`config.mk`:
```
export PLATFORM = sky130hd
export DESIGN_NAME = ahbl_apb_bridge_multi
export DESIGN_NICKNAME = d
export VERILOG_FILES = /design/src/rtl/ahbl_apb_bridge_multi.sv
export SDC_FILE = /design/constraint.sdc
export NUM_CORES = 1
export LEC_CHECK = 0
export ABC_AREA = 1
export CORE_MARGIN = 3
export CORE_UTILIZATION = 45
export CTS_BUF_LIST = sky130_fd_sc_hd__clkbuf_2
export CTS_CLUSTER_DIAMETER = 60
export DETAILED_ROUTE_END_ITERATION = 8
export PLACE_DENSITY = 0.91
export SYNTH_ARGS = -nofsm -noshare
export SYNTH_HDL_FRONTEND = slang
export SYNTH_SLANG_ARGS = --single-unit
export TNS_END_PERCENT = 1
```
`constraint.sdc`:
```
create_clock -name HCLK -period 1.6 [get_ports HCLK]
set_input_delay 0.32 -clock HCLK [delete_from_list [all_inputs] [get_ports HCLK]]
set_output_delay 0.32 -clock HCLK [all_outputs]
set_load 0.02 [all_outputs]
```
`src/rtl/ahbl_apb_bridge_multi.sv`:
```
// AHB-Lite to APB4 bridge with up to 16 decoded APB slots,
// byte strobes, decode-error and access-timeout responses.
module ahbl_apb_bridge_multi #(
  parameter int ADDR_WIDTH = 32,
  parameter int NUM_SLOTS  = 16,
  parameter int SLOT_LSB   = 8,
  parameter int TIMEOUT    = 0
) (
  input  logic                  HCLK,
  input  logic                  HRESETN,
  input  logic                  HSEL,
  input  logic [ADDR_WIDTH-1:0] HADDR,
  input  logic [1:0]            HTRANS,
  input  logic                  HWRITE,
  input  logic [2:0]            HSIZE,
  input  logic [31:0]           HWDATA,
  input  logic                  HREADYIN,
  output logic                  HREADYOUT,
  output logic                  HRESP,
  output logic [31:0]           HRDATA,
  output logic [NUM_SLOTS-1:0]  PSEL,
  output logic [ADDR_WIDTH-1:0] PADDR,
  output logic                  PWRITE,
  output logic                  PENABLE,
  output logic [31:0]           PWDATA,
  output logic [3:0]            PSTRB,
  input  logic [31:0]           PRDATA,
  input  logic                  PREADY,
  input  logic                  PSLVERR
);

  localparam int CW = (TIMEOUT > 1) ? $clog2(TIMEOUT) : 1;
  localparam logic [CW-1:0] TO_LAST =
    CW'(TIMEOUT > 0 ? TIMEOUT - 1 : 0);

  typedef enum logic [2:0] {
    S_IDLE,
    S_LATCH,
    S_SETUP,
    S_ACCESS,
    S_DONE,
    S_ERR1,
    S_ERR2
  } state_e;

  state_e                state_q, state_d;
  logic [ADDR_WIDTH-1:0] addr_q, addr_d;
  logic                  write_q, write_d;
  logic [2:0]            size_q, size_d;
  logic                  bad_q, bad_d;
  logic [CW-1:0]         cnt_q, cnt_d;

  logic                  hready_q, hready_d;
  logic                  hresp_q, hresp_d;
  logic [31:0]           hrdata_q, hrdata_d;
  logic [NUM_SLOTS-1:0]  psel_q, psel_d;
  logic [ADDR_WIDTH-1:0] paddr_q, paddr_d;
  logic                  pwrite_q, pwrite_d;
  logic                  penable_q, penable_d;
  logic [31:0]           pwdata_q, pwdata_d;
  logic [3:0]            pstrb_q, pstrb_d;

  logic                  accept;
  logic [3:0]            slot_in;
  logic                  bad_in;
  logic [NUM_SLOTS-1:0]  slot_dec;
  logic [3:0]            strb;
  logic                  to_hit;
  logic                  unused;

  assign unused  = HTRANS[0];
  assign accept  = HSEL & HTRANS[1] & HREADYIN;
  assign slot_in = HADDR[SLOT_LSB+3:SLOT_LSB];
  assign bad_in  = ({1'b0, slot_in} >= 5'(NUM_SLOTS)) |
                   (HSIZE > 3'd2);
  assign slot_dec = NUM_SLOTS'(1) <<
                    addr_q[SLOT_LSB+3:SLOT_LSB];
  assign to_hit  = (TIMEOUT > 0) && (cnt_q == TO_LAST);

  always_comb begin
    strb = 4'h0;
    if (write_q) begin
      unique case (1'b1)
        size_q == 3'd0: strb = 4'h1 << addr_q[1:0];
        size_q == 3'd1: strb = addr_q[1] ? 4'hC : 4'h3;
        size_q == 3'd2: strb = 4'hF;
        default:        strb = 4'h0;
      endcase
    end
  end

  always_comb begin
    state_d  = state_q;
    addr_d   = addr_q;
    write_d  = write_q;
    size_d   = size_q;
    bad_d    = bad_q;
    cnt_d    = cnt_q;
    hrdata_d = hrdata_q;
    paddr_d  = paddr_q;
    pwrite_d = pwrite_q;
    pwdata_d = pwdata_q;
    pstrb_d  = pstrb_q;
    unique case (state_q)
      S_IDLE, S_DONE, S_ERR2: begin
        if (accept) begin
          state_d = S_LATCH;
          addr_d  = HADDR;
          write_d = HWRITE;
          size_d  = HSIZE;
          bad_d   = bad_in;
        end else begin
          state_d = S_IDLE;
        end
      end
      S_LATCH: begin
        pwdata_d = HWDATA;
        pstrb_d  = strb;
        if (bad_q) begin
          state_d = S_ERR1;
        end else begin
          state_d  = S_SETUP;
          paddr_d  = addr_q;
          pwrite_d = write_q;
        end
      end
      S_SETUP: begin
        state_d = S_ACCESS;
        cnt_d   = '0;
      end
      S_ACCESS: begin
        if (PREADY) begin
          state_d = PSLVERR ? S_ERR1 : S_DONE;
          cnt_d   = '0;
          if (!PSLVERR && !write_q) hrdata_d = PRDATA;
        end else if (to_hit) begin
          state_d = S_ERR1;
          cnt_d   = '0;
        end else begin
          cnt_d = cnt_q + CW'(1);
        end
      end
      S_ERR1:  state_d = S_ERR2;
      default: state_d = S_IDLE;
    endcase
  end

  // Bus outputs are decoded from the next state and registered
  always_comb begin
    hready_d  = (state_d == S_IDLE) ||
                (state_d == S_DONE) ||
                (state_d == S_ERR2);
    hresp_d   = (state_d == S_ERR1) ||
                (state_d == S_ERR2);
    penable_d = (state_d == S_ACCESS);
    psel_d    = '0;
    if ((state_d == S_SETUP) || (state_d == S_ACCESS))
      psel_d = slot_dec;
  end

  always_ff @(posedge HCLK or negedge HRESETN) begin
    if (!HRESETN) begin
      state_q   <= S_IDLE;
      addr_q    <= '0;
      write_q   <= 1'b0;
      size_q    <= 3'd0;
      bad_q     <= 1'b0;
      cnt_q     <= '0;
      hready_q  <= 1'b1;
      hresp_q   <= 1'b0;
      hrdata_q  <= '0;
      psel_q    <= '0;
      paddr_q   <= '0;
      pwrite_q  <= 1'b0;
      penable_q <= 1'b0;
      pwdata_q  <= '0;
      pstrb_q   <= 4'h0;
    end else begin
      state_q   <= state_d;
      addr_q    <= addr_d;
      write_q   <= write_d;
      size_q    <= size_d;
      bad_q     <= bad_d;
      cnt_q     <= cnt_d;
      hready_q  <= hready_d;
      hresp_q   <= hresp_d;
      hrdata_q  <= hrdata_d;
      psel_q    <= psel_d;
      paddr_q   <= paddr_d;
      pwrite_q  <= pwrite_d;
      penable_q <= penable_d;
      pwdata_q  <= pwdata_d;
      pstrb_q   <= pstrb_d;
    end
  end

  assign HREADYOUT = hready_q;
  assign HRESP     = hresp_q;
  assign HRDATA    = hrdata_q;
  assign PSEL      = psel_q;
  assign PADDR     = paddr_q;
  assign PWRITE    = pwrite_q;
  assign PENABLE   = penable_q;
  assign PWDATA    = pwdata_q;
  assign PSTRB     = pstrb_q;

endmodule
```
==> flow_metrics.env, run 1 <==
export IMPL_worst_endpoint_required_ns=1.28
export IMPL_critical_path_slowest_cell="sky130_fd_sc_hd__dfstp_2"
export IMPL_fin_worst_skew_ns=0.0343
export IMPL_tritoncts="yes"
export IMPL_n_antenna_cell=0
export IMPL_hold_viol=0
export IMPL_synthFlopType="sky130_fd_sc_hd__dfrtp_1"
export IMPL_max_cap_violations=0
export IMPL_tritoncts_num_sinks=160
export IMPL_power_ir_vdd_worst_mv=1.25
export IMPL_final_max_slew_violation_count=0
export IMPL_tightest_slew_ns=0.473
export IMPL_grt_first_pass_wirelength_um=26200
export IMPL_syn_instance_count=674
export IMPL_finalPower_mw=16.8
export IMPL_routed_via_density=4.75
export IMPL_via_count=5324
export IMPL_endpoint_kind="primary output"
export IMPL_synth_seq_area_share_pct=63.5
export IMPL_area_of_the_mapped_netlist_um2=6300
export IMPL_drc_errors=0
export IMPL_critical_path_at_ns=1.42
export IMPL_layout_common_cells="sky130_fd_sc_hd__nand2_1, sky130_fd_sc_hd__dfrtp_1, sky130_fd_sc_hd__clkdlybuf4s50_1"
export IMPL_p_leak_nw=4.87
export IMPL_yosys_register_bits=160
export IMPL_antenna_found_initial=0
export IMPL_grt_total_usage_pct=20.9
export IMPL_violations="setup timing"
export IMPL_worst_setup_path_start_kind="flop"
export IMPL_initial_utilization_pct=46.8
export IMPL_final_hold_worst_slack_ns=0.0951
export IMPL_final_fill_count=1091
export IMPL_vert_die_dim_um=124
export IMPL_pwr_density_cell_nw_per_um2=1880
export IMPL_yosys_warnings=0
export IMPL_run_status="finished with violations"
export IMPL_clock_transition_at_path_regs_ns=0.23
export IMPL_min_delay_path_class="primary input to flop"
export IMPL_layout_cells_most_common="sky130_fd_sc_hd__nand2_1"
export IMPL_timing_fmax_mhz=575
export IMPL_path_delay_family="flip-flops"
export IMPL_ff_latch_area_um2=4010
export IMPL_ant_nets=0
export IMPL_critPathMaxStageDelay_ns=0.58
export IMPL_dr_pass1_iters=4
export IMPL_die_area_um2=15500
export IMPL_multiInputGateArea_um2=1810
export IMPL_place_worst_setup_slack_ns=-0.0251
export IMPL_cts_max_level=4
export IMPL_maximum_number_of_pins_on_one_net_before_global_route_repair=49
export IMPL_edff_count_synth=0
export IMPL_routed_wirelength_um=16000
export IMPL_io_pins=228
export IMPL_path_buf_inv=1
export IMPL_synthArstFlopShare_pct=100
export IMPL_dr_first_iter_drc_count=229
export IMPL_final_period_minus_worst_setup_slack_ns=1.74
export IMPL_rsz0062_at_grt="true"
export IMPL_drive_gt1_share_pct=22.5
export IMPL_layout_nets=1039
export IMPL_overall_overflow_remaining_after_global_route=0
export IMPL_worst_setup_path_type="flop to primary output"
export IMPL_hpwl_reported_at_the_end_of_detailed_placement_um=11600
export IMPL_post_route_setup_slack_ns=-0.139
export IMPL_gp_routability_congestion=0.849
export IMPL_finalSetupViolations=114
export IMPL_cts_root_buffer_cell="sky130_fd_sc_hd__clkbuf_2"
export IMPL_crit_chain="buf_6"
export IMPL_post_route_util_pct=66.6
export IMPL_syn_avg_cell_area_um2=9.35
export IMPL_synth_lib_cells_used_distinct=23
export IMPL_highest_fanout_seen_on_the_critical_path=1
export IMPL_drt_wirelength_per_cell_um=14.3
export IMPL_cts_inserted_buffers=17
export IMPL_timing_max_slew_rel_slack_pct=68.5
export IMPL_core_region_area_um2=13500
export IMPL_core_rowCount=42
export IMPL_port_buffers=226
export IMPL_cts_path_max_buffers=2
export IMPL_finalCritPeriodShare_pct=109
export IMPL_mappedNetlistNets=782
export IMPL_number_of_global_route_vias_before_repair=5271
export IMPL_clk_insertion_delay_late_ns=0.73
export IMPL_die_width_um=124
export IMPL_layout_area_overhead_vs_synth_pct=42.1
[metal layers]
metal	wire length, um	vias to the layer above	global-route usage (%)
met2	8070	180	34.6
met4	324	0	7.61
met3	983	24	5.75
met5	0	-	0
li1	-	2611	-
met1	6670	2509	26.2
[power by group]
group | switching, mW | internal, mW | total, mW
sequential | 1.09 | 5.78 | 6.87
clock | 1.49 | 0.895 | 2.38
combinational | 4.53 | 3.06 | 7.58
[worst paths after layout]
path	start	to	slack, ns	cells after the start
min in group asynchronous	HRESETN	PSTRB[3]	0.15	3
min	PRDATA[18]	HRDATA[18]	0.1	3
max in group asynchronous	HRESETN	HREADYOUT	1.19	3
min reg2reg	addr_q[22]	PADDR[22]	0.49	2
max reg2reg	state_q[0]	HRESP	0.20	7
max	HREADYOUT	HREADYOUT	-0.14	1
[synthesized netlist by cell type, types with 8 or more instances]
cell	number	area (um2)
sky130_fd_sc_hd__buf_6	8	90.1
sky130_fd_sc_hd__nand3_1	48	240
sky130_fd_sc_hd__a21oi_1	8	40.0
sky130_fd_sc_hd__o21ai_2	8	70.1
sky130_fd_sc_hd__dfrtp_1	159	3980
sky130_fd_sc_hd__inv_1	76	285
sky130_fd_sc_hd__nor2_1	30	113
sky130_fd_sc_hd__o21ai_0	16	80.1
sky130_fd_sc_hd__nand2_1	234	878
sky130_fd_sc_hd__o21ai_1	44	220
sky130_fd_sc_hd__buf_2	8	40.0
[registers in the layout, indices dropped and copies added, names as in the netlist]
signal	count
PADDR	32
PWDATA	32
write_q	1
PSTRB	4
HREADYOUT	1
PENABLE	1
bad_q	1
state_q	3
addr_q	32
PSEL	16
HRDATA	32
size_q	3
HRESP	1
PWRITE	1
[cells by family after synthesis]
family / share of synthesized area (%)
flip-flops: 63.5
AO/OA/AOI/OAI: 6.51
buffers and inverters: 7.78
AND/OR/NAND/NOR: 22.2
[repair_timing]
| action | in CTS | in global routing |
|---|---|---|
| resized for setup | 512 | 50 |
| setup buffers | 17 | 0 |
| gates cloned | 0 | 0 |
| endpoints found under the setup margin | 120 | 120 |
| hold buffers | 5 | 0 |
| hold endpoints to repair | 163 | 0 |
[metrics by stage]
step	setup TNS [ns]	cells	area (um2)
2_1_floorplan	0	674	6300
3_3_place_gp	0	1066	8830
3_5_place_dp	-0.0314	1066	8830
4_1_cts	-16.31	1120	8800
5_1_grt	-18.06	1120	8960
6_report	-3.35	1120	8960
[final cells by class]
class,instances,area share [%]
sequential,160,44.7
timing repair buffer,267,26.3
multi-input combinational,405,20.2
inverter,80,3.35
tap,176,2.46
clock inverter,15,2.07
clock buffer,17,0.950
Power figures use the tool's default switching activity.
==> run 2: changes to the inputs <==
--- a/config.mk
+++ b/config.mk
@@ -7,12 +7,11 @@
 export LEC_CHECK = 0
 export ABC_AREA = 1
 export CORE_MARGIN = 3
-export CORE_UTILIZATION = 45
+export CORE_UTILIZATION = 40
 export CTS_BUF_LIST = sky130_fd_sc_hd__clkbuf_2
 export CTS_CLUSTER_DIAMETER = 60
 export DETAILED_ROUTE_END_ITERATION = 8
-export PLACE_DENSITY = 0.91
+export PLACE_DENSITY = 0.83
 export SYNTH_ARGS = -nofsm -noshare
 export SYNTH_HDL_FRONTEND = slang
 export SYNTH_SLANG_ARGS = --single-unit
-export TNS_END_PERCENT = 1
==> run 2 against run 1 <==
Effect of this change: the flow still finishes with violations (setup timing); die area grew 12%; core utilization fell by 3.6 points; via count is 2.0% higher; largest cell class unchanged; first-iteration DRC count rose by 65%; total power grew 8.8%; wire length rose by 3.1%; design area grew 7.7%.
==> flow_metrics.env, run 2 (synthesized netlist as in run 1, its figures left out) <==
export IMPL_worst_hold_path_endpoint="addr_q[26]"
export IMPL_gp_routability_congestion=0.790
export IMPL_power_ir_vdd_worst_mv=0.766
export IMPL_cts_inserted_buffers=17
export IMPL_worst_setup_path_start_kind="flop"
export IMPL_n_antenna_cell=0
export IMPL_cts_root_buffer_cell="sky130_fd_sc_hd__clkbuf_2"
export IMPL_endpoint_kind="primary output"
export IMPL_cts_path_max_buffers=2
export IMPL_timing_rr_start="state_q[0]"
export IMPL_pwr_density_cell_nw_per_um2=1900
export IMPL_layout_area_overhead_vs_synth_pct=53.1
export IMPL_critical_path_slowest_cell="sky130_fd_sc_hd__dfstp_2"
export IMPL_worst_endpoint_required_ns=1.28
export IMPL_layout_cells_most_common="sky130_fd_sc_hd__nand2_1"
export IMPL_number_of_global_route_vias_before_repair=5436
export IMPL_run_status="finished with violations"
export IMPL_final_fill_count=1240
export IMPL_detail_route_wirelength_met1_um=6610
export IMPL_routed_wirelength_um=16500
export IMPL_worst_setup_path_type="flop to primary output"
export IMPL_grt_first_pass_wirelength_um=27100
export IMPL_p_leak_nw=5.12
export IMPL_core_rowCount=45
export IMPL_ff2ff_path_depth=7
export IMPL_hpwl_reported_at_the_end_of_detailed_placement_um=11300
export IMPL_timing_max_slew_rel_slack_pct=69.5
export IMPL_drc_errors=0
export IMPL_drive_gt1_share_pct=24.9
export IMPL_die_area_um2=17300
export IMPL_finalCritPeriodShare_pct=109
export IMPL_cts_max_level=4
export IMPL_rsz0062_at_grt="true"
export IMPL_port_buffers=226
export IMPL_dr_pass1_iters=5
export IMPL_netSwitchingPower_mw=7.38
export IMPL_grt_total_usage_pct=19.4
export IMPL_min_delay_path_class="primary input to flop"
export IMPL_path_buf_inv=1
export IMPL_rrSetupSlack_ns=0.16
export IMPL_fin_worst_skew_ns=0.0392
export IMPL_vert_die_dim_um=132
export IMPL_pwr_share_seq_pct=38.6
export IMPL_tritoncts="yes"
export IMPL_tritoncts_num_sinks=160
export IMPL_hold_depth=3
export IMPL_hold_viol=0
export IMPL_layout_nets=1066
export IMPL_met3_length_um=1240
export IMPL_clock_transition_at_path_regs_ns=0.24
export IMPL_clk_insertion_delay_late_ns=0.71
export IMPL_place_worst_setup_slack_ns=-0.0173
export IMPL_regToRegEndpoint="HRESP"
export IMPL_internal_power_mw=10.9
export IMPL_tightest_slew_ns=0.458
export IMPL_switching_share_pct=40.3
export IMPL_layout_common_cells="sky130_fd_sc_hd__nand2_1, sky130_fd_sc_hd__dfrtp_1, sky130_fd_sc_hd__buf_6"
export IMPL_initial_utilization_pct=41.2
export IMPL_critPathMaxStageDelay_ns=0.59
export IMPL_via_count=5433
export IMPL_finalPower_mw=18.3
export IMPL_drt_wirelength_per_cell_um=14.0
export IMPL_ant_nets=0
export IMPL_overall_overflow_remaining_after_global_route=0
export IMPL_path_delay_family="flip-flops"
export IMPL_maximum_number_of_pins_on_one_net_before_global_route_repair=41
export IMPL_final_max_slew_violation_count=0
export IMPL_routed_via_density=4.60
export IMPL_final_period_minus_worst_setup_slack_ns=1.74
export IMPL_wl_met2_um=8280
export IMPL_antenna_found_initial=0
export IMPL_violations="setup timing"
export IMPL_highest_signal_layer="met4"
export IMPL_timing_fmax_mhz=574
export IMPL_finalSetupViolations=43
export IMPL_core_region_area_um2=15300
export IMPL_dr_first_iter_drc_count=378
export IMPL_max_cap_violations=0
export IMPL_die_width_um=132
export IMPL_timing_hold_worst_start="HADDR[26]"
export IMPL_io_pins=228
export IMPL_highest_fanout_seen_on_the_critical_path=1
export IMPL_post_route_setup_slack_ns=-0.141
export IMPL_crit_chain="buf_6"
export IMPL_p_comb_share_pct=49.8
export IMPL_share_clk_of_total_power_pct=11.7
export IMPL_critical_path_at_ns=1.42
## run 2: area by class of cell
type	instances	area (um2)	share of cell area [%]
Sequential cell	160	4010	41.5
Timing Repair Buffer	294	3040	31.5
Multi-Input combinational cell	405	1810	18.7
Inverter	80	300	3.11
Tap cell	211	264	2.74
Clock inverter	14	141	1.47
Clock buffer	18	90.1	0.934
## run 2: power by group through the flow
stage	registers, mW	logic, mW	clock network, mW
floorplan	8.31	2.77	0
global placement	6.83	7.85	0
detailed placement	6.90	8.07	0
CTS	7.05	8.81	2.24
global route	7.29	9.93	2.37
finish	7.07	9.12	2.14
## run 2: what timing repair did
| action | in CTS | in global routing |
|---|---|---|
| endpoints found under the hold margin | 160 | 0 |
| setup endpoints to repair | 120 | 120 |
| hold buffers | 3 | 0 |
| resized for setup | 720 | 0 |
| setup buffers | 29 | 21 |
## run 2: layer usage
| layer | vias to the layer above | track usage [%] |
|---|---|---|
| met5 | - | 0 |
| met4 | 0 | 7.23 |
| met3 | 35 | 6.20 |
| met2 | 201 | 32.1 |
| met1 | 2543 | 23.8 |
| li1 | 2654 | - |
## run 2: worst register-to-register path, stage by stage, from the launching register on
cell,delay [ns]
sky130_fd_sc_hd__dfrtp_1,0.50
sky130_fd_sc_hd__inv_2,0.13
sky130_fd_sc_hd__nor2_8,0.05
sky130_fd_sc_hd__nand3_4,0.09
sky130_fd_sc_hd__buf_4,0.28
sky130_fd_sc_hd__nand3_2,0.11
sky130_fd_sc_hd__nor2_1,0.13
sky130_fd_sc_hd__nor2_1,0.06
## run 2: how the worst max path moves through the flow
stage                     startpoint          to  cells past startpoint
after floorplan           state_q[2]  addr_q[28]                      6
after global placement     HTRANS[1]  addr_q[12]                      7
after detailed placement   HTRANS[1]  addr_q[28]                      7
after CTS                  HREADYOUT   HREADYOUT                      1
after global routing       HREADYOUT   HREADYOUT                      1
final                      HREADYOUT   HREADYOUT                      1
## run 2: metrics by stage
stage | instance area (um2) | TNS [ns] | std cells | utilization, % | hold slack, ns
after floorplan | 6300 | 0 | 674 | - | 0.0244
after global placement | 8850 | -0.00187 | 1097 | 57.8 | 0.239
after detailed placement | 8850 | -0.0345 | 1097 | 57.8 | 0.239
after CTS | 9490 | -10.02 | 1161 | 62.0 | 0.0393
after global routing | 9650 | -14.97 | 1182 | 63.0 | 0.0341
final | 9650 | -0.672 | 1182 | 63.0 | 0.111
